<file path="config.mk">
export PLATFORM = sky130hd
export DESIGN_NAME = bch_syndrome_stream
export DESIGN_NICKNAME = d
export VERILOG_FILES = /design/src/rtl/bch_syndrome_stream.sv
export SDC_FILE = /design/constraint.sdc
export NUM_CORES = 1
export LEC_CHECK = 0
export CAP_MARGIN = 20
export CORE_MARGIN = 2
export CORE_UTILIZATION = 54
export DETAILED_ROUTE_END_ITERATION = 8
export GPL_ROUTABILITY_DRIVEN = 0
export GPL_TIMING_DRIVEN = 0
export PLACE_DENSITY = 0.8
export SETUP_SLACK_MARGIN = 0.5
export SLEW_MARGIN = 20
export SYNTH_ARGS = -nofsm -noshare
export SYNTH_HDL_FRONTEND = slang
export SYNTH_SLANG_ARGS = --single-unit
</file>
<file path="constraint.sdc">
create_clock -name I_clk -period 2.1 [get_ports I_clk]
set_input_delay 0.42 -clock I_clk [delete_from_list [all_inputs] [get_ports I_clk]]
set_output_delay 0.42 -clock I_clk [all_outputs]
set_load 0.005 [all_outputs]
</file>
<file path="src/rtl/bch_syndrome_stream.sv">
// bch_syndrome_stream: streaming BCH odd-syndrome generator over GF(2^C_M).
// A received codeword arrives highest degree first as C_PAR-bit beats. Each
// odd syndrome S(2i+1) = r(alpha^(2i+1)) is built by Horner accumulation with
// constant GF(2) matrices only. A registered result with an all-zero flag is
// handed downstream over a valid/ready handshake.
//
// Ports:
//   I_clk        clock, rising edge
//   I_rst        synchronous active-high reset
//   I_data       codeword beat (bit p = coefficient of degree (BEATS-1-b)*C_PAR+p)
//   I_valid      I_data valid
//   O_ready      beat accepted this cycle when I_valid is high
//   O_syndromes  slot i at [i*C_M +: C_M] = S(2i+1), polynomial basis
//   O_zero       all syndrome slots zero (qualified by O_valid)
//   O_valid      result valid
//   I_ready      downstream consumes the result
module bch_syndrome_stream #(
  parameter int unsigned    C_M         = 5,
  parameter int unsigned    C_N         = 31,
  parameter int unsigned    C_ERR_NUM   = 3,
  parameter int unsigned    C_PAR       = 4,
  parameter logic [C_M-1:0] C_PRIM_POLY = 5'b00101
) (
  input  logic                     I_clk,
  input  logic                     I_rst,
  input  logic [C_PAR-1:0]         I_data,
  input  logic                     I_valid,
  output logic                     O_ready,
  output logic [C_M*C_ERR_NUM-1:0] O_syndromes,
  output logic                     O_zero,
  output logic                     O_valid,
  input  logic                     I_ready
);

  localparam int unsigned BEATS = (C_N + C_PAR - 1) / C_PAR;
  localparam int unsigned PAD   = BEATS * C_PAR - C_N;
  localparam int unsigned ORD   = (1 << C_M) - 1;
  localparam int unsigned CW    = (BEATS > 1) ? $clog2(BEATS) : 1;
  localparam logic [CW-1:0]    LAST  = CW'(BEATS - 1);
  // Beat 0 carries PAD bits above degree C_N-1; keep only the real ones.
  localparam logic [C_PAR-1:0] KEEP0 = {C_PAR{1'b1}} >> PAD;

  // alpha^e in polynomial basis.
  function automatic logic [C_M-1:0] alpha_pow(input int unsigned e);
    logic [C_M-1:0] v;
    v = C_M'(1);
    for (int unsigned k = 0; k < (e % ORD); k++) begin
      v = (v << 1) ^ (v[C_M-1] ? C_PRIM_POLY : '0);
    end
    return v;
  endfunction

  // Column p = beta^p with beta = alpha^j: weight of beat bit p.
  function automatic logic [C_PAR*C_M-1:0] contrib_cols(input int unsigned j);
    logic [C_PAR*C_M-1:0] cols;
    for (int unsigned p = 0; p < C_PAR; p++) begin
      cols[p*C_M +: C_M] = alpha_pow(j * p);
    end
    return cols;
  endfunction

  // Multiply-by-beta^C_PAR matrix: column b = alpha^b * beta^C_PAR.
  function automatic logic [C_M*C_M-1:0] step_cols(input int unsigned j);
    logic [C_M*C_M-1:0] cols;
    for (int unsigned b = 0; b < C_M; b++) begin
      cols[b*C_M +: C_M] = alpha_pow(j * C_PAR + b);
    end
    return cols;
  endfunction

  logic [CW-1:0]              cnt_q;
  logic [C_M*C_ERR_NUM-1:0]   acc_q;
  logic [C_M*C_ERR_NUM-1:0]   acc_d;
  logic [C_M*C_ERR_NUM-1:0]   syn_q;
  logic                       zero_q;
  logic                       valid_q;
  logic [C_PAR-1:0]           data_m;
  logic                       last_beat;
  logic                       accept;

  assign last_beat = (cnt_q == LAST);
  assign O_ready   = !(last_beat && valid_q && !I_ready);
  assign accept    = I_valid && O_ready;
  assign data_m    = (cnt_q == '0) ? (I_data & KEEP0) : I_data;

  for (genvar i = 0; i < C_ERR_NUM; i++) begin : g_slot
    localparam logic [C_PAR*C_M-1:0] XC = contrib_cols(2 * i + 1);
    localparam logic [C_M*C_M-1:0]   KC = step_cols(2 * i + 1);
    logic [C_M-1:0] x;
    logic [C_M-1:0] ak;

    always_comb begin
      x  = '0;
      ak = '0;
      for (int unsigned p = 0; p < C_PAR; p++) begin
        if (data_m[p]) x = x ^ XC[p*C_M +: C_M];
      end
      for (int unsigned b = 0; b < C_M; b++) begin
        if (acc_q[i*C_M + b]) ak = ak ^ KC[b*C_M +: C_M];
      end
    end

    // Beat 0 restarts the accumulation; it is also the last beat when BEATS == 1.
    assign acc_d[i*C_M +: C_M] = (cnt_q == '0) ? x : (ak ^ x);
  end

  always_ff @(posedge I_clk) begin
    if (I_rst) begin
      cnt_q   <= '0;
      acc_q   <= '0;
      syn_q   <= '0;
      zero_q  <= 1'b0;
      valid_q <= 1'b0;
    end else begin
      if (accept) begin
        acc_q <= acc_d;
        cnt_q <= last_beat ? '0 : cnt_q + CW'(1);
      end
      if (accept && last_beat) begin
        syn_q   <= acc_d;
        zero_q  <= ~|acc_d;
        valid_q <= 1'b1;
      end else if (I_ready) begin
        valid_q <= 1'b0;
      end
    end
  end

  assign O_syndromes = syn_q;
  assign O_zero      = zero_q;
  assign O_valid     = valid_q;

endmodule

</file>
* Yosys cells after proc, flatten, opt, wreduce, memory -nomap -nowiden
Cells that the tools add are included.
** Cells by class
- Divide/modulo/power cells :: 0
- Reduce and logical (&&, ||, !) cells :: 10
- Magnitude comparators :: 0
- Equal/unequal tests :: 1
- Muxes and demuxes :: 32
- Multiply operators :: 0
- Add/sub/neg operators :: 1
- Bitwise gates (word level) :: 24
- Shift-type cells :: 0
** Operators with widths (number)
- $mux 5 :: 15
- $mux 4 :: 9
- $not 4->4 :: 4
- $reduce_or 15->1 :: 1
- $not 2->2 :: 7
- $mux 3 :: 4
- $not 3->3 :: 4
- $not 5->5 :: 2
- $xor 5x5->5 :: 2
- $xor 5x4->5 :: 1
- $logic_and 1x1->1 :: 4
- $not 1->1 const A :: 4
- $add 3x1->3 const B :: 1
- $eq 3x3->1 const B :: 1
- $logic_not 1->1 :: 3
- $logic_not 3->1 :: 1
- $mux 1 :: 3
- $mux 2 :: 1
- $reduce_bool 2->1 :: 1
** Word-level totals
- Word-level logic and storage cells :: 73
- Memories :: 0
- Register bits :: 35
- Memory bits (writable) :: 0
- Bits in latches :: 0
- Memory bits (read-only) :: 0

* Depth between registers and ports, before layout
Gate-level depths: netlist of the first run.
- Word-level depth :: 13
- Gate-level depth with buffers :: 9
- Gate-level depth less buffers :: 8

* Worst setup path before layout of the first run
No wires, ideal clock.
- Path type :: register -> register
- From :: register cnt_q[0]
- To :: register acc_q[5]
- Setup time :: 0.086 ns
- Arrival time :: 1.626 ns
- Cell stages (with the launch flop) :: 10
- Path buffers :: 2
- Period minus slack after synthesis :: 1.711 ns
- Path slack :: 0.389 ns
- Cell sequence :: dfxtp_1 > ha_1 > ha_1 > inv_1 > or2_1 > and2_1 > clkbuf_1 > buf_2 > nor2_1 > a211oi_1
** Between the ends
- Word-level cells in the longest chain between the ends :: 5
** Ends and longest elaborated chain
- from (decl) :: RTL line 71 : logic [CW-1:0] cnt_q;
- from (signal assigned) :: RTL line 117 : cnt_q <= last_beat ? '0 : cnt_q + CW'(1);
- $eq 3x3->1 :: RTL line 81 : assign last_beat = (cnt_q == LAST);
- $logic_and 1x1->1 (2 in a row) :: RTL line 82 : assign O_ready = !(last_beat && valid_q && !I_ready);
- $logic_not 1->1 :: RTL line 82
- named net O_ready :: RTL line 28 : output logic O_ready,
- $logic_and 1x1->1 :: RTL line 83 : assign accept = I_valid && O_ready;
- to (signal assigned) :: RTL line 110 : acc_q <= '0;
- to (signal assigned) :: RTL line 116 : acc_q <= acc_d;
- to (decl) :: RTL line 72 : logic [C_M*C_ERR_NUM-1:0] acc_q;
The timed path passes the listed nets, and every way through them passes these cells.
A chain may end at the register's enable or synchronous reset.

* Worst setup path after layout of the first run
- From :: register acc_q[11]
- To :: register zero_q (netlist: O_zero)
** Between the ends
- Word-level cells in the longest chain between the ends :: 10
** Ends and longest elaborated chain
- $mux 5 (*) (2 in a row) :: RTL line 99 : if (acc_q[i*C_M + b]) ak = ak ^ KC[b*C_M +: C_M];
- $not 4->4 (no source line)
- $mux 4 :: RTL line 99
- $not 4->4 (no source line)
- $mux 5 (*) :: RTL line 99
- $xor 5x5->5 (*) :: RTL line 104 : assign acc_d[i*C_M +: C_M] = (cnt_q == '0) ? x : (ak ^ x);
- $mux 5 (*) :: RTL line 104
- $reduce_or 15->1 (*) :: RTL line 121 : zero_q <= ~|acc_d;
- $logic_not 1->1 (*) :: RTL line 121
- to (signal assigned) :: RTL line 121
- to (decl) :: RTL line 75 : logic zero_q;
Every way passes the cells marked *; elsewhere a longest branch is shown, timed or not.

==> metrics, run 1 <==
status finished, final reports clean; Layout Nets 278; Layout area overhead 53.2%; via count 1876; CTS Sinks 35; Die Footprint 4070 sq um; Iter 0 DRT Violations 198; fmax 540 MHz; Final Skew 0.00868 ns; Initial Util 0.570; layout cells sized above 1 0.507; clock buffer count from CTS 5; Worst Hold Class register to register; maxcap violations 0; vias per inst 5.97; drt total wl 6640 um; Setup crit end kind register; post-synthesis sequential area ratio 0.362; CTS clock-pin slew for the worst setup and hold paths 0.10 ns; hpwl dp 2960 um; count of different cell masters after synthesis 37; io pins 26; initial antenna violation count 0; Post-DP Area 2250 sq um; number of synthesis warnings 0; Mapped Cells 221; total congestion overflow 0; Worst IR Drop VDD 0.381 mV; max-slew violations 0; CP Launch Type register; GRT Overall Usage 0.276; fill count 162; Hold Vio Cnt, Final 0; fin util 0.874; final setup vio count 0; drt wl/cell 21.1 um; antenna diode count 0; Crit Path Class register to register; CTS tree built; Final min period 1.85 ns; unrepaired setup endpoints after global routing true; largest net degree at the start of global routing 11; setup TNS 0 ns; Required @ worst endpoint 2.37 ns; Core ar. 3390 sq um; critical-path cell list xor2_2, xor2_1, xnor2_1, o21ai_0, nand4_1, o31ai_2; crit-path max cell delay 0.46 ns; Pleak 1.24 nW; Worst Max-Slew Pin Slew 0.714 ns; Die Wd 63.8 um; Slew Limit Headroom 0.524; DRC Markers 0; leading area contributor after synthesis dfxtp_1; drt pass-1 iters 5; synthesized flop and latch total 35; Period Utilization, post-route 0.882; first-pass GRT wire length 8430 um; Power Dens Cells 603 nW/um^2; vias in the first global route 1731; Rows 21; DIE HEIGHT 63.8 um; syn_nets 232; Synth Cell Area 1930 sq um; Max H-tree Level 2; Post-Layout Inst Area 2960 sq um; CP max stage cell dfxtp_1; Synth area leaders dfxtp_1 36%, xnor2_1 9.1%, nand2_1 6.8%, a211oi_1 6.2%, xnor3_1 5.8%; Syn Area/Cell 8.75 sq um; clock latency on the worst-skew pair 0.36 ns; Port Buffer Count 20; WP data arrival 2.12 ns; Max Root-Sink Buffers 2; worst hold slack 0.458 ns; CP Max Fanout 3; root buffer cell clkbuf_4; top cell type's share of synthesized area 0.362; ANT nets after route 0
[repair_timing]
item	CTS	global route
cloned	2	0
pin swaps	6	14
hold buffers	0	0
endpoints found under the setup margin	50	39
setup buffers	10	7
gates resized for setup	87	65
[cells in the mapped netlist]
master / n
nand2b_1: 2
o31ai_2: 1
o22ai_1: 1
o21ai_0: 1
or2_0: 1
nor2_2: 1
xor2_2: 1
buf_4: 2
inv_1: 3
or2_1: 1
nor3b_2: 1
mux2i_1: 1
nand4_1: 1
clkbuf_1: 11
a41oi_1: 1
dfxtp_1: 35
nor3_1: 2
nor3_2: 1
buf_2: 3
nand2_1: 35
and4b_1: 1
a211oi_2: 1
a31oi_1: 1
a21oi_1: 17
a211oi_1: 16
nor2b_1: 1
xnor2_1: 20
xor2_1: 9
xnor2_2: 5
nand3b_1: 1
a32oi_1: 1
nand3_1: 1
nor2_1: 28
and3_1: 1
xnor3_1: 5
ha_1: 3
and2_1: 5
[power breakdown]
part	switching (mW)	internal (mW)
clock network	0.231	0.197
logic	0.318	0.294
registers	0.0535	0.691
total	0.602	1.18
[metrics by stage]
step	setup WS, ns	std cells	total power [mW]
CTS	0.289	307	1.66
global placement	-0.0391	287	1.13
floorplan	0.499	221	1.07
finish	0.248	314	1.78
global route	0.115	314	1.84
detailed placement	-0.0742	287	1.14
[cells by family after synthesis]
family,after synthesis,share of synthesized area
flip-flops,35,0.362
adder cells (fa/ha/maj),3,0.0194
AND/OR/NAND/NOR,83,0.193
multiplexers,1,0.00518
buffers and inverters,19,0.0427
XOR/XNOR,40,0.240
AO/OA/AOI/OAI,40,0.137
[final cells by class]
cell class	instances	area, sq um	share of cell area
flip-flops and latches	35	747	0.252
plain buffers	16	145	0.0490
well taps	46	57.6	0.0194
repair buffers	39	404	0.136
multi-input cells	167	1530	0.516
inverters	3	11.3	0.00380
clock buffers	8	68.8	0.0232
[flip-flops by register name, indices dropped and copies added (netlist names)]
| register | cells |
|---|---|
| cnt_q | 3 |
| O_zero | 1 |
| O_syndromes | 15 |
| acc_q | 15 |
| O_valid | 1 |
[layer usage]
layer	vias to the layer above	part of all wire	GRT usage	wire length, um
met3	21	0.068	0.0827	454
met1	920	0.40	0.305	2650
met2	101	0.50	0.473	3290
li1	834	-	-	-
met4	0	0.036	0.149	239
met5	-	0	0	0
[layout by cell type, fill, tap and decap left out, types with 2 or more instances in the layout]
master / count
dfxtp_1: 8
nand2_4: 4
clkbuf_8: 2
clkdlybuf4s50_1: 2
buf_4: 15
clkbuf_1: 7
buf_8: 3
xor2_1: 8
xnor3_1: 4
xnor2_4: 3
and2_1: 4
buf_6: 8
a211oi_2: 11
a211oi_1: 6
clkbuf_4: 6
nor2_4: 10
ha_4: 3
dfxtp_2: 22
nor2_1: 9
a21oi_2: 4
dlymetal6s2s_1: 6
buf_16: 2
dlygate4sd2_1: 11
inv_2: 3
xor2_2: 2
nand2_2: 3
nand2_1: 28
a21oi_1: 13
xnor2_1: 13
nor3_1: 2
xnor2_2: 9
nor2_2: 10
dfxtp_4: 5
[worst max-delay path: cells and delay by family (launching register included)]
family | cells | cell delay [ns]
and+or+nand+nor | 1 | 0.17
xor gates and xnor gates | 3 | 0.71
DFF | 1 | 0.46
AOI/OAI and AO/OA | 2 | 0.43
[final timing paths]
check | startpoint | end | slack (ns) | cells past startpoint
setup reg to reg | acc_q[11]$_SDFFE_PP0N_ | O_zero$_SDFFE_PP0P_ | 0.25 | 6
hold reg to reg | O_syndromes[3]$_SDFFE_PP0P_ | O_syndromes[3]$_SDFFE_PP0P_ | 0.46 | 2
setup / recovery | acc_q[11]$_SDFFE_PP0N_ | O_zero$_SDFFE_PP0P_ | 0.25 | 6
hold / removal | O_syndromes[3]$_SDFFE_PP0P_ | O_syndromes[3]$_SDFFE_PP0P_ | 0.46 | 2
No activity file was read; power rests on OpenSTA's default activity.
==> inputs of run 2 (changes only) <==
--- a/config.mk
+++ b/config.mk
@@ -12,7 +12,7 @@
 export GPL_ROUTABILITY_DRIVEN = 0
 export GPL_TIMING_DRIVEN = 0
 export PLACE_DENSITY = 0.8
-export SETUP_SLACK_MARGIN = 0.5
+export SETUP_SLACK_MARGIN = 0.05
 export SLEW_MARGIN = 20
 export SYNTH_ARGS = -nofsm -noshare
 export SYNTH_HDL_FRONTEND = slang
==> metrics, run 2 (synthesis results as in run 1) <==
met2 Resource Use GR 0.344 (was 0.473); Slew Limit Headroom 0.660 (was 0.524); drt total wl 3990 um (was 6640 um); WP data arrival 1.54 ns (was 2.12 ns); Worst Max-Slew Pin Slew 0.511 ns (was 0.714 ns); Crit Path Class register to output pin (was register to register); placed cell count 287 (unchanged); first-pass GRT wire length 6750 um (was 8430 um); Die Footprint 4070 sq um (unchanged); Pleak 0.812 nW (was 1.24 nW); Setup crit end kind output pin (was register); CP Max Fanout 3 (unchanged); most frequent cells in the layout 35 x nand2_1, 33 x dfxtp_1, 28 x nor2_1 (was 28 x nand2_1, 22 x dfxtp_2, 15 x buf_4); Iter 0 DRT Violations 87 (was 198); Final min period 1.96 ns (was 1.85 ns); io pins 26 (unchanged); Core ar. 3390 sq um (unchanged); drt pass-1 iters 4 (was 5); drt wl/cell 13.6 um (was 21.1 um); worst hold slack 0.469 ns (was 0.458 ns); Max Root-Sink Buffers 2 (unchanged); root buffer cell clkbuf_4 (unchanged); CTS Sinks 35 (unchanged); Die Wd 63.8 um (unchanged); antenna diode count 0 (unchanged); clock latency on the worst-skew pair 0.34 ns (was 0.36 ns); Port Buffer Count 20 (unchanged); final setup vio count 0 (unchanged); post-CTS setup buffer count 0 (was 10); CTS tree built (unchanged); CTS clock-pin slew for the worst setup and hold paths 0.11 ns (was 0.10 ns); status finished, final reports clean (unchanged); Power Dens Cells 675 nW/um^2 (was 603 nW/um^2); via count 1505 (was 1876); post-route insts no fill 294 (was 314); ANT nets after route 0 (unchanged); Final Skew 0.00754 ns (was 0.00868 ns); total congestion overflow 0 (unchanged); setup TNS 0 ns (unchanged); vias per inst 5.12 (was 5.97); CP Launch Type register (unchanged); maxcap violations 0 (unchanged); fmax 509 MHz (was 540 MHz); met1 global-route usage 0.274 (was 0.305); initial antenna violation count 0 (unchanged); Most Used Layer, Global Route met2 (unchanged); met3 Use GR 0.0616 (was 0.0827); largest net degree at the start of global routing 11 (unchanged); Rows 21 (unchanged); Initial Util 0.570 (unchanged); DRC Markers 0 (unchanged); Worst IR Drop VDD 0.405 mV (was 0.381 mV); GRT Overall Usage 0.216 (was 0.276); Required @ worst endpoint 1.68 ns (was 2.37 ns); clock buffer count from CTS 5 (unchanged); vias in the first global route 1429 (was 1731); layout cells sized above 1 0.117 (was 0.507); DIE HEIGHT 63.8 um (unchanged); max-slew violations 0 (unchanged); Hold Vio Cnt, Final 0 (unchanged); Period Utilization, post-route 0.935 (was 0.882); fill count 281 (was 162); hpwl dp 2900 um (was 2960 um); unrepaired setup endpoints after global routing true (unchanged); Worst Hold Class register to register (unchanged); Layout Nets 258 (was 278); commonest non-fill, non-tap cell in the layout nand2_1 (unchanged); Max H-tree Level 2 (unchanged); Layout area overhead 18.4% (was 53.2%)
## run 2: worst paths after layout
path / start / to / slack (ns) / cells after the start
max: cnt_q[1]$_SDFFE_PP0N_ / O_ready / 0.14 / 5
min: O_syndromes[11]$_SDFFE_PP0P_ / O_syndromes[11]$_SDFFE_PP0P_ / 0.47 / 2
max reg2reg: cnt_q[0]$_SDFFE_PP0N_ / O_zero$_SDFFE_PP0P_ / 0.16 / 9
min reg2reg: O_syndromes[11]$_SDFFE_PP0P_ / O_syndromes[11]$_SDFFE_PP0P_ / 0.47 / 2
## run 2: through the flow
step	setup slack [ns]	power, mW	utilization	cell area, sq um
floorplan	0.389	1.06	-	1930
global placement	-0.182	1.12	0.646	2190
detailed placement	-0.207	1.12	0.646	2190
CTS	0.0708	1.53	0.667	2260
global route	-0.0112	1.62	0.675	2290
finish	0.136	1.54	0.675	2290
## run 2: critical path, stage by stage, from the launching register on
cell and delay, ns:
dfxtp_2 0.36, ha_1 0.15, ha_2 0.18, inv_1 0.06, or2_1 0.25, clkdlybuf4s15_1 0.21
## run 2: layout make-up
class / instances / area [sq um] / area share
multi-input combinational: 167 / 1170 / 0.513
sequential: 35 / 703 / 0.307
timing repair buffer: 20 / 200 / 0.0875
buffer: 15 / 72.6 / 0.0317
clock buffer: 8 / 68.8 / 0.0301
tap: 46 / 57.6 / 0.0252
inverter: 3 / 11.3 / 0.00492
## run 2: layer usage
layer,part of all wire,vias to the layer above,wire length (um)
met1,0.50,680,2000
li1,-,785,-
met4,0.023,0,90
met3,0.042,11,168
met5,0,-,0
met2,0.43,29,1730
## run 2: report_power, final
| group | leakage [nW] | internal [mW] | total (mW) | switching, mW |
|---|---|---|---|---|
| sequential | 0.286 | 0.691 | 0.728 | 0.0375 |
| clock | 0.0386 | 0.197 | 0.424 | 0.227 |
| combinational | 0.488 | 0.195 | 0.392 | 0.197 |
## run 2: timing repair
item | CTS | global route
setup endpoints to repair | 1 | 14
endpoints found under the hold margin | 0 | 0
gates resized for setup | 2 | 8
hold buffers | 0 | 0
==> inputs of run 3 (changes only) <==
--- a/config.mk
+++ b/config.mk
@@ -5,9 +5,12 @@
 export SDC_FILE = /design/constraint.sdc
 export NUM_CORES = 1
 export LEC_CHECK = 0
+export ABC_AREA = 1
 export CAP_MARGIN = 20
+export CELL_PAD_IN_SITES_DETAIL_PLACEMENT = 0
+export CELL_PAD_IN_SITES_GLOBAL_PLACEMENT = 1
 export CORE_MARGIN = 2
-export CORE_UTILIZATION = 54
+export CORE_UTILIZATION = 38
 export DETAILED_ROUTE_END_ITERATION = 8
 export GPL_ROUTABILITY_DRIVEN = 0
 export GPL_TIMING_DRIVEN = 0
==> metrics, run 3 <==
status finished, final reports clean (unchanged); worst hold slack 0.476 ns (was 0.469 ns); Final min period 1.91 ns (was 1.96 ns); vias per inst 4.88 (was 5.12); Mapped Cells 329 (was 221); most numerous cell in the Yosys netlist nand2_1; fill count 589 (was 281); fmax 523 MHz (was 509 MHz); leading area contributor after synthesis dfxtp_1 (unchanged); count of different cell masters after synthesis 24 (was 37); sw frac 0.321 (was 0.299); critical-path cell list clkdlybuf4s50_1, inv_1, nand2_1, inv_1, nand2_1, nand2_1, inv_2, buf_2, nand2_1, o211ai_1, inv_1 (was ha_1, ha_2, inv_1, or2_1, clkdlybuf4s15_1); hold depth 2 (unchanged); EDFF count, synth 0 (unchanged); Synth top cells by count 116 x nand2_1, 49 x inv_1, 35 x dfxtp_1 (was 35 x dfxtp_1, 35 x nand2_1, 28 x nor2_1); Power Dens Cells 705 nW/um^2 (was 675 nW/um^2); Max H-tree Level 2 (unchanged); crit-path max cell delay 0.46 ns (was 0.36 ns); CP max stage cell clkdlybuf4s50_1 (was dfxtp_2); P_sw 560 uW (was 462 uW); hpwl dp 4190 um (was 2900 um); Synth area leaders dfxtp_1 35%, nand2_1 21%, inv_1 9.1%, nand3_1 7.2%, o21ai_0 6.7% (was dfxtp_1 36%, xnor2_1 9.1%, nand2_1 6.8%, a211oi_1 6.2%, xnor3_1 5.8%); vias in the first global route 1959 (was 1429); Core ar. 5140 sq um (was 3390 sq um); Rows 26 (was 21); Crit Path Class primary input to register (was register to output pin); Clk pwr share 0.335 (was 0.275); GRT Overall Usage 0.199 (was 0.216); Max Root-Sink Buffers 2 (unchanged); synthesized flop and latch total 35 (unchanged); Final Skew 0.00340 ns (was 0.00754 ns); Worst Max-Slew Pin Slew 0.580 ns (was 0.511 ns); via count 2099 (was 1505); Iter 0 DRT Violations 98 (was 87); CP Depth 11 (was 5); CP top delay family buffers and inverters (was flip-flops); CP Launch Type primary input (was register); Required @ worst endpoint 2.28 ns (was 1.68 ns); Port Buffer Count 24 (was 20); Post-Layout Inst Area 2470 sq um (was 2290 sq um); Synth Cell Area 2030 sq um (was 1930 sq um); post-CTS setup buffer count 0 (unchanged); largest net degree at the start of global routing 11 (unchanged); top_reg_cell synth dfxtp_1 (unchanged); drt wl/cell 12.9 um (was 13.6 um); combinational power share 0.249 (was 0.254); layout cells sized above 1 0.0611 (was 0.117); Die Footprint 5930 sq um (was 4070 sq um); Pleak 1.26 nW (was 0.812 nW); WP buf/inv 6 (was 2); root buffer cell clkbuf_8 (was clkbuf_4); DIE HEIGHT 77.0 um (was 63.8 um); commonest non-fill, non-tap cell in the layout nand2_1 (unchanged); clock buffer count from CTS 5 (unchanged); most frequent cells in the layout 116 x nand2_1, 48 x inv_1, 35 x dfxtp_1 (was 35 x nand2_1, 33 x dfxtp_1, 28 x nor2_1); total congestion overflow 0 (unchanged); Setup crit end kind register (was output pin); initial antenna violation count 0 (unchanged); CTS tree built (unchanged); Worst R2R Path Depth 13 (was 9); most frequent CP cell nand2_1; antenna diode count 0 (unchanged); top cell type's share of synthesized area 0.346 (was 0.362); ys async rst share 0 (unchanged); post-synthesis sequential area ratio 0.346 (was 0.362); clock latency on the worst-skew pair 0.29 ns (was 0.34 ns); Post-DP Area 2350 sq um (was 2190 sq um); drt total wl 5550 um (was 3990 um); CTS clock-pin slew for the worst setup and hold paths 0.07 ns (was 0.11 ns); maxcap violations 0 (unchanged); CP Max Fanout 10 (was 3); WP data arrival 2.10 ns (was 1.54 ns); Layout Nets 371 (was 258); first-pass GRT wire length 9430 um (was 6750 um); Hold Vio Cnt, Final 0 (unchanged); io pins 26 (unchanged); Layout area overhead 22.1% (was 18.4%); Die Wd 77.0 um (was 63.8 um); DRC Markers 0 (unchanged); Pint 1.18 mW (was 1.08 mW); Initial Util 0.394 (was 0.570); CTS Sinks 35 (unchanged); drt pass-1 iters 4 (unchanged); Worst IR Drop VDD 0.427 mV (was 0.405 mV); Syn Area/Cell 6.16 sq um (was 8.75 sq um); number of synthesis warnings 0 (unchanged); setup TNS 0 ns (unchanged); max-slew violations 0 (unchanged); final setup vio count 0 (unchanged); syn_nets 340 (was 232); Slew Limit Headroom 0.613 (was 0.660); ANT nets after route 0 (unchanged); unrepaired setup endpoints after global routing true (unchanged); Flop pwr share 0.416 (was 0.471); Period Utilization, post-route 0.910 (was 0.935); Worst Hold Class register to register (unchanged)
==> run 3: timing repair <==
item | in CTS | in global routing
hold buffers | 0 | 0
resized for setup | 0 | 8
endpoints found under the hold margin | 0 | 0
endpoints found under the setup margin | 0 | 14
==> run 3: worst paths after layout <==
kind / slack [ns] / start / endpoint
min reg2reg: 0.48 / O_zero$_SDFFE_PP0P_ / O_zero$_SDFFE_PP0P_
max reg2reg: 0.21 / cnt_q[0]$_SDFFE_PP0N_ / O_zero$_SDFFE_PP0P_
max: 0.19 / I_ready / acc_q[2]$_SDFFE_PP0N_
min: 0.48 / O_zero$_SDFFE_PP0P_ / O_zero$_SDFFE_PP0P_
==> run 3: metal layers <==
metal	vias to the layer above	track usage	wire (um)
li1	1098	-	-
met1	946	0.271	2750
met2	44	0.310	2390
met3	11	0.0376	295
met4	0	0.0804	108
met5	-	0	0
==> run 3: logic make-up (layout without fill, tap and decap cells) <==
family | after synthesis | after routing | share of synthesized area
and+or+nand+nor | 164 | 164 | 0.331
AOI/OAI and AO/OA | 62 | 62 | 0.169
buffers and inverters | 62 | 93 | 0.120
DFF | 35 | 35 | 0.346
adders and majority gates | 3 | 3 | 0.0185
xor gates and xnor gates | 3 | 3 | 0.0167
==> run 3: power groups by stage <==
stage	clock network [mW]	registers [mW]	logic (mW)
2_1_floorplan	0	0.733	0.308
3_3_place_gp	0	0.739	0.422
3_5_place_dp	0	0.740	0.426
4_1_cts	0.598	0.725	0.428
5_1_grt	0.626	0.729	0.499
6_report	0.585	0.725	0.434
==> run 3: through the flow <==
stage	util	power (mW)	cells	worst slack, ns
4_1_cts	0.478	1.75	430	0.0573
5_1_grt	0.482	1.85	430	0.00582
3_3_place_gp	0.458	1.16	423	-0.179
3_5_place_dp	0.458	1.17	423	-0.173
6_report	0.482	1.74	430	0.189
2_1_floorplan	-	1.04	329	0.510
==> run 3: layout make-up <==
cell class / instances / area (sq um) / share of cell area
timing repair buffer: 24 / 243 / 0.0981
buffer: 9 / 45.0 / 0.0182
clock inverter: 1 / 30.0 / 0.0121
multi-input combinational: 232 / 1100 / 0.443
tap: 70 / 87.6 / 0.0354
sequential: 35 / 701 / 0.283
inverter: 53 / 199 / 0.0804
clock buffer: 6 / 72.6 / 0.0293
==> run 3: worst min-delay path: cells and delay by family, from the launching register on <==
family           cells  cell delay, ns
flip-flops           1            0.32
AND/OR/NAND/NOR      1            0.06
AO/OA/AOI/OAI        1            0.05
